`config.mk`:
```
export PLATFORM = sky130hd
export DESIGN_NAME = sar_seq
export DESIGN_NICKNAME = d
export VERILOG_FILES = /design/src/rtl/sar_pkg.sv /design/src/rtl/sar_cmp_timer.sv /design/src/rtl/sar_seq.sv
export SDC_FILE = /design/constraint.sdc
export NUM_CORES = 1
export LEC_CHECK = 0
export ABC_AREA = 1
export CAP_MARGIN = 5
export CORE_MARGIN = 4
export CORE_UTILIZATION = 50
export CTS_BUF_LIST = sky130_fd_sc_hd__clkbuf_16
export DETAILED_ROUTE_END_ITERATION = 8
export PLACE_DENSITY = 0.78
export SLEW_MARGIN = 10
export SYNTH_ARGS = -nofsm -noshare
export SYNTH_HDL_FRONTEND = slang
export SYNTH_SLANG_ARGS = --single-unit
```
`constraint.sdc`:
```
create_clock -name clk_i -period 4.2 [get_ports clk_i]
set_input_delay 0.84 -clock clk_i [delete_from_list [all_inputs] [get_ports clk_i]]
set_output_delay 0.84 -clock clk_i [all_outputs]
set_load 0.05 [all_outputs]
```
`src/rtl/sar_pkg.sv`:
```
// sar_pkg: shared types and constants for the SAR conversion sequencer.
// Holds the sequencer state encoding, default resolution and sample length,
// the counter-width helper and the register reset values.
package sar_pkg;

  localparam int NBIT_DEF          = 10;
  localparam int SAMPLE_CYCLES_DEF = 4;

  typedef enum logic [2:0] {
    S_IDLE,
    S_SAMPLE,
    S_COMP,
    S_STROBE,
    S_CRST,
    S_DONE
  } state_t;

  // Counter width for a count of n values; never narrower than one bit.
  function automatic int cnt_w(input int n);
    return (n <= 1) ? 1 : $clog2(n);
  endfunction

  // Register reset values.
  localparam state_t STATE_RST   = S_IDLE;
  localparam logic   CKSB_RST    = 1'b0;
  localparam logic   CMP_CLK_RST = 1'b0;
  localparam logic   DV_RST      = 1'b0;
  localparam logic   BUSY_RST    = 1'b0;
  localparam logic   TMO_RST     = 1'b0;

endpackage

```
`src/rtl/sar_cmp_timer.sv`:
```
// sar_cmp_timer: counts comparator-evaluate cycles of the current bit and
// flags the cycle in which the count reaches CMP_TIMEOUT.
// Ports: clk_i/rst_i clock and async active-high reset; en_i high while the
// sequencer waits in COMP (low clears the count); hit_o high in the
// CMP_TIMEOUT-th consecutive COMP cycle. Exists only with SAR_CMP_TIMEOUT_EN.
`ifdef SAR_CMP_TIMEOUT_EN
module sar_cmp_timer
  import sar_pkg::*;
#(
  parameter int CMP_TIMEOUT = 15
) (
  input  logic clk_i,
  input  logic rst_i,
  input  logic en_i,
  output logic hit_o
);

  localparam int TW = cnt_w(CMP_TIMEOUT);

  logic [TW-1:0] cnt_q, cnt_d;

  // Count is zero in the first COMP cycle, so the hit lands on cycle CMP_TIMEOUT.
  always_comb begin
    cnt_d = en_i ? cnt_q + TW'(1) : '0;
  end

  always_ff @(posedge clk_i or posedge rst_i) begin
    if (rst_i) cnt_q <= '0;
    else       cnt_q <= cnt_d;
  end

  assign hit_o = en_i && (cnt_q == TW'(CMP_TIMEOUT - 1));

endmodule
`endif

```
`src/rtl/sar_seq.sv`:
```
// sar_seq: SAR conversion sequencer; drives sample phase, comparator clock and
// MSB-first capture strobes, assembles decisions into a parallel code word.
// Ports: clk_i/rst_i (async active-high), start_i, cmp_p_i/cmp_n_i decisions;
// cksb_o, cmp_clk_o, cf_o, data_o, data_valid_o, busy_o, cmp_tmo_o (all registered).
// Optional macro SAR_CMP_TIMEOUT_EN: bounded comparator wait with sticky cmp_tmo_o.
module sar_seq
  import sar_pkg::*;
#(
  parameter int NBIT          = NBIT_DEF,
  parameter int SAMPLE_CYCLES = SAMPLE_CYCLES_DEF
`ifdef SAR_CMP_TIMEOUT_EN
  ,
  parameter int CMP_TIMEOUT   = 15
`endif
) (
  input  logic            clk_i,
  input  logic            rst_i,
  input  logic            start_i,
  input  logic            cmp_p_i,
  input  logic            cmp_n_i,
  output logic            cksb_o,
  output logic            cmp_clk_o,
  output logic [NBIT-1:0] cf_o,
  output logic [NBIT-1:0] data_o,
  output logic            data_valid_o,
  output logic            busy_o,
  output logic            cmp_tmo_o
);

  localparam int IDX_W  = cnt_w(NBIT);
  localparam int SCNT_W = cnt_w(SAMPLE_CYCLES);

  state_t            state_q, state_d;
  logic [IDX_W-1:0]  idx_q, idx_d;
  logic [SCNT_W-1:0] scnt_q, scnt_d;
  logic [NBIT-1:0]   res_q, res_d;
  logic [NBIT-1:0]   cf_q, cf_d;
  logic [NBIT-1:0]   data_q, data_d;
  logic              cksb_q, cksb_d;
  logic              cmp_clk_q, cmp_clk_d;
  logic              dv_q, dv_d;
  logic              busy_q, busy_d;
  logic              rdy;
  logic              tmo_hit;

  // Both comparator outputs high is a metastable/undecided condition.
  assign rdy = cmp_p_i ^ cmp_n_i;

`ifdef SAR_CMP_TIMEOUT_EN
  logic tmo_q, tmo_d;
  logic timer_hit;

  sar_cmp_timer #(.CMP_TIMEOUT(CMP_TIMEOUT)) u_cmp_timer (
    .clk_i (clk_i),
    .rst_i (rst_i),
    .en_i  (state_q == S_COMP),
    .hit_o (timer_hit)
  );

  assign tmo_hit   = timer_hit & ~rdy;
  assign cmp_tmo_o = tmo_q;
`else
  assign tmo_hit   = 1'b0;
  assign cmp_tmo_o = 1'b0;
`endif

  // Outputs are computed for the state being entered, so every output is a
  // flop and the CF edge lands while CMP_CLK is still high.
  always_comb begin
    state_d   = state_q;
    idx_d     = idx_q;
    scnt_d    = scnt_q;
    res_d     = res_q;
    cf_d      = cf_q;
    data_d    = data_q;
    cksb_d    = cksb_q;
    cmp_clk_d = cmp_clk_q;
    dv_d      = 1'b0;
    busy_d    = busy_q;
`ifdef SAR_CMP_TIMEOUT_EN
    tmo_d     = tmo_q;
`endif
    case (state_q)
      S_IDLE: begin
        cksb_d = 1'b0;
        cf_d   = '0;
        if (start_i) begin
          state_d = S_SAMPLE;
          busy_d  = 1'b1;
          scnt_d  = '0;
          res_d   = '0;
`ifdef SAR_CMP_TIMEOUT_EN
          tmo_d   = 1'b0;
`endif
        end
      end
      S_SAMPLE: begin
        if (scnt_q == SCNT_W'(SAMPLE_CYCLES - 1)) begin
          state_d   = S_COMP;
          cksb_d    = 1'b1;
          cmp_clk_d = 1'b1;
          idx_d     = IDX_W'(NBIT - 1);
        end else begin
          scnt_d = scnt_q + SCNT_W'(1);
        end
      end
      S_COMP: begin
        if (rdy || tmo_hit) begin
          // A timed-out bit resolves to 0.
          res_d[idx_q] = rdy & cmp_p_i;
          cf_d[idx_q]  = 1'b1;
          state_d      = S_STROBE;
`ifdef SAR_CMP_TIMEOUT_EN
          if (!rdy) tmo_d = 1'b1;
`endif
        end
      end
      S_STROBE: begin
        state_d   = S_CRST;
        cmp_clk_d = 1'b0;
      end
      S_CRST: begin
        // Exit on idx 0 before decrementing, so idx never wraps.
        if (idx_q == '0) begin
          state_d = S_DONE;
          data_d  = res_q;
          dv_d    = 1'b1;
          cksb_d  = 1'b0;
          cf_d    = '0;
          busy_d  = 1'b0;
        end else begin
          idx_d     = idx_q - IDX_W'(1);
          state_d   = S_COMP;
          cmp_clk_d = 1'b1;
        end
      end
      S_DONE: begin
        state_d = S_IDLE;
      end
      default: begin
        state_d = S_IDLE;
      end
    endcase
  end

  always_ff @(posedge clk_i or posedge rst_i) begin
    if (rst_i) begin
      state_q   <= STATE_RST;
      idx_q     <= IDX_W'(NBIT - 1);
      scnt_q    <= '0;
      res_q     <= '0;
      cf_q      <= '0;
      data_q    <= '0;
      cksb_q    <= CKSB_RST;
      cmp_clk_q <= CMP_CLK_RST;
      dv_q      <= DV_RST;
      busy_q    <= BUSY_RST;
`ifdef SAR_CMP_TIMEOUT_EN
      tmo_q     <= TMO_RST;
`endif
    end else begin
      state_q   <= state_d;
      idx_q     <= idx_d;
      scnt_q    <= scnt_d;
      res_q     <= res_d;
      cf_q      <= cf_d;
      data_q    <= data_d;
      cksb_q    <= cksb_d;
      cmp_clk_q <= cmp_clk_d;
      dv_q      <= dv_d;
      busy_q    <= busy_d;
`ifdef SAR_CMP_TIMEOUT_EN
      tmo_q     <= tmo_d;
`endif
    end
  end

  assign cksb_o       = cksb_q;
  assign cmp_clk_o    = cmp_clk_q;
  assign cf_o         = cf_q;
  assign data_o       = data_q;
  assign data_valid_o = dv_q;
  assign busy_o       = busy_q;

endmodule

```
======== After elaboration in Yosys (flattened, before gate mapping) ========
Index checks and enable logic that the tools add are counted.
cells by class
  add/sub/neg operators ................... 2
  magnitude comparators ................... 2
  equal/unequal tests ..................... 11
  muxes and demuxes ....................... 29
  bitwise gates (word level) .............. 3
  reduce and logical (&&, ||, !) cells .... 19
operator list
  operator                                              number
  2-to-1 mux 10 bit                                     4
  case mux 10 bit (3 select lines)                      1
  AND reduction 3 bit                                   8
  case mux 10 bit (2 select lines)                      1
  case mux 3 bit (5 select lines)                       1
  2-to-1 mux 3 bit                                      4
  inequality test 2 bit (second input constant)         6
  bitwise mux 10 bit                                    1
  OR 10 bit                                             1
  nonzero test 3 bit                                    3
  2-to-1 mux 4 bit                                      2
  case mux 4 bit (2 select lines)                       1
  nonzero test 2 bit                                    4
  2-to-1 mux 1 bit                                      7
  equality test 3 x 2 -> 1 bit (second input constant)  2
  case mux 1 bit (3 select lines)                       2
  < comparator 4 x 5 -> 1 bit (second input constant)   1
  demux 1 bit (select 4 bit)                            1
  >= comparator 4 x 1 -> 1 bit (second input constant)  1
  logical NOT 4 bit                                     1
  2-to-1 mux 2 bit                                      2
  case mux 2 bit (2 select lines)                       1
  subtractor 4 x 1 -> 4 bit (second input constant)     1
  equality test 3 x 1 -> 1 bit (second input constant)  1
  other kinds (9)                                       9
storage, ports and cells
  register bits after elaboration ......... 43
  input bits .............................. 5
  output and inout port bits .............. 25

======== Longest topological paths before layout ========
  word-level depth ........................ 7
  gate-level depth with buffers ........... 9

======== Worst setup path before layout ========
Ideal clock, no wire load.
  path type ............................... in2reg
  from .................................... input cmp_n_i
  to ...................................... register res_q[4]
  arrival time ............................ 1.628 ns
  required time ........................... 4.084 ns
  path slack .............................. 2.456 ns
  stages on the path ...................... 8
  buffers on the path ..................... 1
  path through ............................ inv_1 > ha_1 > nand3b_1 > nand2_1 > buf_4 > nand2_1 > nand2_1 > nand2_1
between the ends
  word-level cells in the longest chain between the ends .. 5
  elaborated cells between the ends (all ways) .. 7
  classes of those cells .................. eq/ne (1); mux (3); bitwise (2); reduce/logical (1)
ends and longest elaborated chain
  element                           RTL line        source
  start: declaration                sar_seq.sv:20   input logic cmp_n_i,
  bitwise XOR 1 bit (*)             sar_seq.sv:47   assign rdy = cmp_p_i ^ cmp_n_i;
  bitwise AND 1 bit                 sar_seq.sv:110  res_d[idx_q] = rdy & cmp_p_i;
  bitwise mux 10 bit                sar_seq.sv:110
  2-to-1 mux 10 bit                 sar_seq.sv:108  if (rdy || tmo_hit) begin
  case mux 10 bit (2 select lines)  sar_seq.sv:83   case (state_q)
  end signal: assignment            sar_seq.sv:165  res_q <= res_d;
  end: declaration                  sar_seq.sv:36   logic [NBIT-1:0] res_q, res_d;
Every way passes the cells marked *; elsewhere a longest branch is shown, timed or not. The select of a mux whose other input is x is not followed.
A chain may end at the register's enable or synchronous reset.

======== Final worst setup path ========
  from .................................... register cf_q[9], in the netlist cf_o[9]
  to ...................................... output cf_o[9]
RTL lines
  element                   RTL line        source
  start: declaration        sar_seq.sv:37   logic [NBIT-1:0] cf_q, cf_d;
  start signal: assignment  sar_seq.sv:152  cf_q <= '0;
  start signal: assignment  sar_seq.sv:166  cf_q <= cf_d;
  end: declaration          sar_seq.sv:23   output logic [NBIT-1:0] cf_o,
No word-level cell between the ends.

==> flow_metrics.py <==
metrics = {
    "run_status": {
        "outcome": "finished clean",
    },
    "sta": {
        "finalMaxSlewViolations": 0,
        "finalHoldViolCount": 0,
        "finalCritPeriodShare_pct": 55.4,
        "hold-worst-slack_ns": 0.465,
        "timing.final.crit_period_ns": 2.33,
        "setup_viol": 0,
        "grt_setup_unrepaired": "no",
        "worstMarginPinSlew_ns": 0.623,
        "max_freq_mhz": 430,
        "clock-skew-final_ns": 0.00600,
        "finalSetupTns_ns": 0,
        "max_slew_margin_pct": 58.4,
    },
    "min_path": {
        "hold-path-cell-count": 2,
        "hold_path.class": "flip-flop to flip-flop",
        "min_to": "data_o[8]$_DFFE_PP0P_",
        "timing.hold.worst.start": "data_o[8]$_DFFE_PP0P_",
    },
    "run": {
        "drv.max_cap_violation_count": 0,
    },
    "detailed_routing": {
        "drtIter0Drc": 90,
        "drc": 0,
        "wl_mm": 4.39,
        "post_drt_wl_per_cell_um": 11.7,
        "routed_via_density": 5.04,
        "detailedRoute.firstPassIterationCount": 4,
        "drt.antenna.violating_nets": 0,
        "route.vias.total": 1889,
    },
    "global_routing": {
        "antenna_violations_before_repair": 0,
        "grt_first_pass_wirelength_mm": 7.55,
        "number_of_global_route_vias_before_repair": 1724,
        "grt_usage_pct": 17.5,
        "globalRoute.totalOverflow": 0,
        "grt_start_max_net_pins": 44,
    },
    "layout": {
        "multi_input_area_um2": 1010,
        "area_growth_pct": 18.6,
        "post-route-util_pct": 61.5,
        "drive_above_1_share_pct": 6.19,
        "postLayoutCellArea_um2": 2680,
        "antenna-diode-count": 0,
        "ff_latch_area_um2": 1080,
        "filler_cell_count": 402,
        "nNetsFinal": 334,
        "finish.cell_count_without_fillers": 375,
    },
    "pwr": {
        "leakagePower_uw": 0.00137,
        "max-vdd-ir-drop_v": 0.000373,
        "power_density_over_cell_area_nw_per_um2": 626,
    },
    "die": {
        "die_w_um": 75.2,
        "die_h_um": 75.2,
        "std_cell_core_area_um2": 4350,
        "standard_cell_rows": 24,
        "fp.dieArea_um2": 5650,
        "io_pins": 30,
        "floorplan.initialDensity_pct": 51.8,
    },
    "worst_setup_path": {
        "timing.critical_path.from_type": "flip-flop",
        "path_cells": "clkdlybuf4s50_1",
        "crit_end_element": "output port",
        "critical-path-top-delay-family": "buffers and inverters",
        "required_ns": 3.36,
        "setup.reg_to_reg.worst_slack_ns": 2.33,
        "rr_endpoint": "cf_o[1]$_DFFE_PP0P_",
        "crit_path_max_incr_delay_ns": 0.82,
        "reg2reg_from": "idx_q[0]$_DFFE_PP1P_",
        "cp_num_buf_inv": 1,
        "r2r_cells": 7,
        "timing.critical_path.arrival_ns": 1.49,
        "path_class": "flip-flop to output port",
        "cell_with_the_largest_stage_delay_on_the_worst_path": "sky130_fd_sc_hd__clkdlybuf4s50_1",
        "cp_max_fo": 3,
    },
    "place": {
        "detailed_placement_hpwl_mm": 3.15,
        "dpl-instance-area_um2": 2530,
        "port_buffers": 28,
        "global_placement_routability_congestion": 0.860,
        "numPlacedInstances": 367,
    },
    "clocking": {
        "post_cts_resized": 0,
        "cts_setup_buffers": 0,
        "clk-insertion-delay-late_ns": 0.28,
        "root_buffer": "sky130_fd_sc_hd__clkbuf_16",
        "clk_path_buf_depth": 2,
        "h-tree-depth": 2,
        "cts_tree": "built",
        "cts_hold_buf": 0,
        "clkTransAtPathRegs_ns": 0.06,
        "cts_buffers": 5,
        "cts_sinks": 43,
    },
    "synthesis": {
        "synth-seq-area-share_pct": 47.8,
        "yosysTopAreaCell": "sky130_fd_sc_hd__dfrtp_1",
        "synth_most_common_cell": "sky130_fd_sc_hd__nand2_1",
        "postSynth.asyncResetShare_pct": 100,
        "netlist_top_cells_count": "125 x sky130_fd_sc_hd__nand2_1, 41 x sky130_fd_sc_hd__dfrtp_1, 37 x sky130_fd_sc_hd__nand3_1, 24 x sky130_fd_sc_hd__inv_1, 12 x sky130_fd_sc_hd__o21ai_1",
        "synth_edf_count": 0,
        "synth.ff_latch_count": 43,
        "yosys_cell_types": 24,
        "yosysTopAreaCellShare_pct": 45.5,
        "synthesis.area_um2": 2260,
        "synth.top_cells.by_area": "sky130_fd_sc_hd__dfrtp_1 45%, sky130_fd_sc_hd__nand2_1 21%, sky130_fd_sc_hd__nand3_1 8.2%, sky130_fd_sc_hd__inv_1 4.0%, sky130_fd_sc_hd__ha_1 3.9%",
        "yosysWarnings": 0,
        "synth_area_per_cell_um2": 7.60,
        "synthFlopType": "sky130_fd_sc_hd__dfrtp_1",
        "syn-instance-count": 297,
        "syn_nets": 309,
    },
}
[flip-flops by register name, indices dropped and copies added (netlist names)]
name / flops
res_q: 10
cmp_clk_o: 1
cksb_o: 1
data_valid_o: 1
data_o: 10
idx_q: 4
cf_o: 10
busy_o: 1
state_q: 3
scnt_q: 2
[worst max path at each step]
stage	startpoint	end	slack, ns	depth (start not counted)
after global placement	cmp_n_i	res_q[8]$_DFFE_PP0P_	1.67	8
after floorplan	rst_i	busy_o$_DFFE_PP0P_	2.36	1
after detailed placement	cmp_n_i	res_q[9]$_DFFE_PP0P_	1.66	8
final	cf_o[9]$_DFFE_PP0P_	cf_o[9]	1.87	1
after CTS	cf_o[9]$_DFFE_PP0P_	cf_o[9]	1.87	1
after global routing	cmp_n_i	res_q[1]$_DFFE_PP0P_	1.77	8
[cells by family after synthesis]
group	count (synthesis)	share of synthesized area (%)
AOI/OAI and AO/OA	18	4.10
xor gates and xnor gates	1	0.388
adders and majority gates	7	3.88
buffers and inverters	37	7.60
DFF	43	47.8
other	1	0.166
and+or+nand+nor	190	36.1
[routing by layer]
layer / up-vias / wire length [um] / track usage, % / part of all wire, %
met4: 0 / 68 / 7.18 / 1.5
met2: 43 / 2030 / 27.9 / 46
met3: 6 / 217 / 4.94 / 4.9
met5: - / 0 / 0 / 0
met1: 849 / 2070 / 22.6 / 47
li1: 991 / - / - / -
[metrics by stage]
step,setup slack [ns],total power (uW)
2_1_floorplan,2.36,1170
3_3_place_gp,1.67,1300
3_5_place_dp,1.66,1310
4_1_cts,1.87,1680
5_1_grt,1.77,1810
6_report,1.87,1680
[layout by cell type, fill, tap and decap left out, types with 2 or more instances in the layout]
cell type                         count
sky130_fd_sc_hd__dfstp_2              2
sky130_fd_sc_hd__nor2_2               4
sky130_fd_sc_hd__dfrtp_1             41
sky130_fd_sc_hd__inv_1               25
sky130_fd_sc_hd__clkdlybuf4s50_1     28
sky130_fd_sc_hd__nand2_1            125
sky130_fd_sc_hd__nor3_1               6
sky130_fd_sc_hd__o21ai_0              4
sky130_fd_sc_hd__o21ai_1             12
sky130_fd_sc_hd__inv_2                2
sky130_fd_sc_hd__nor2_1              11
sky130_fd_sc_hd__nand2_2              2
sky130_fd_sc_hd__ha_1                 7
sky130_fd_sc_hd__nand3_1             37
sky130_fd_sc_hd__clkbuf_16            5
sky130_fd_sc_hd__nand4_1              2
[power by group]
group	internal (uW)	leakage, uW	total [uW]	switching, uW
registers	493	0.000579	577	84.2
clock network	217	0.0000710	365	148
logic	212	0.000716	733	521
total	921	0.00137	1680	754
[final cells by class]
class,count,area share (%)
Sequential cell,43,40.3
Multi-Input combinational cell,217,37.6
Timing Repair Buffer,29,10.8
Clock buffer,5,4.68
Inverter,26,3.65
Tap cell,52,2.43
Clock inverter,3,0.608
No activity file was read; power rests on OpenSTA's default activity.
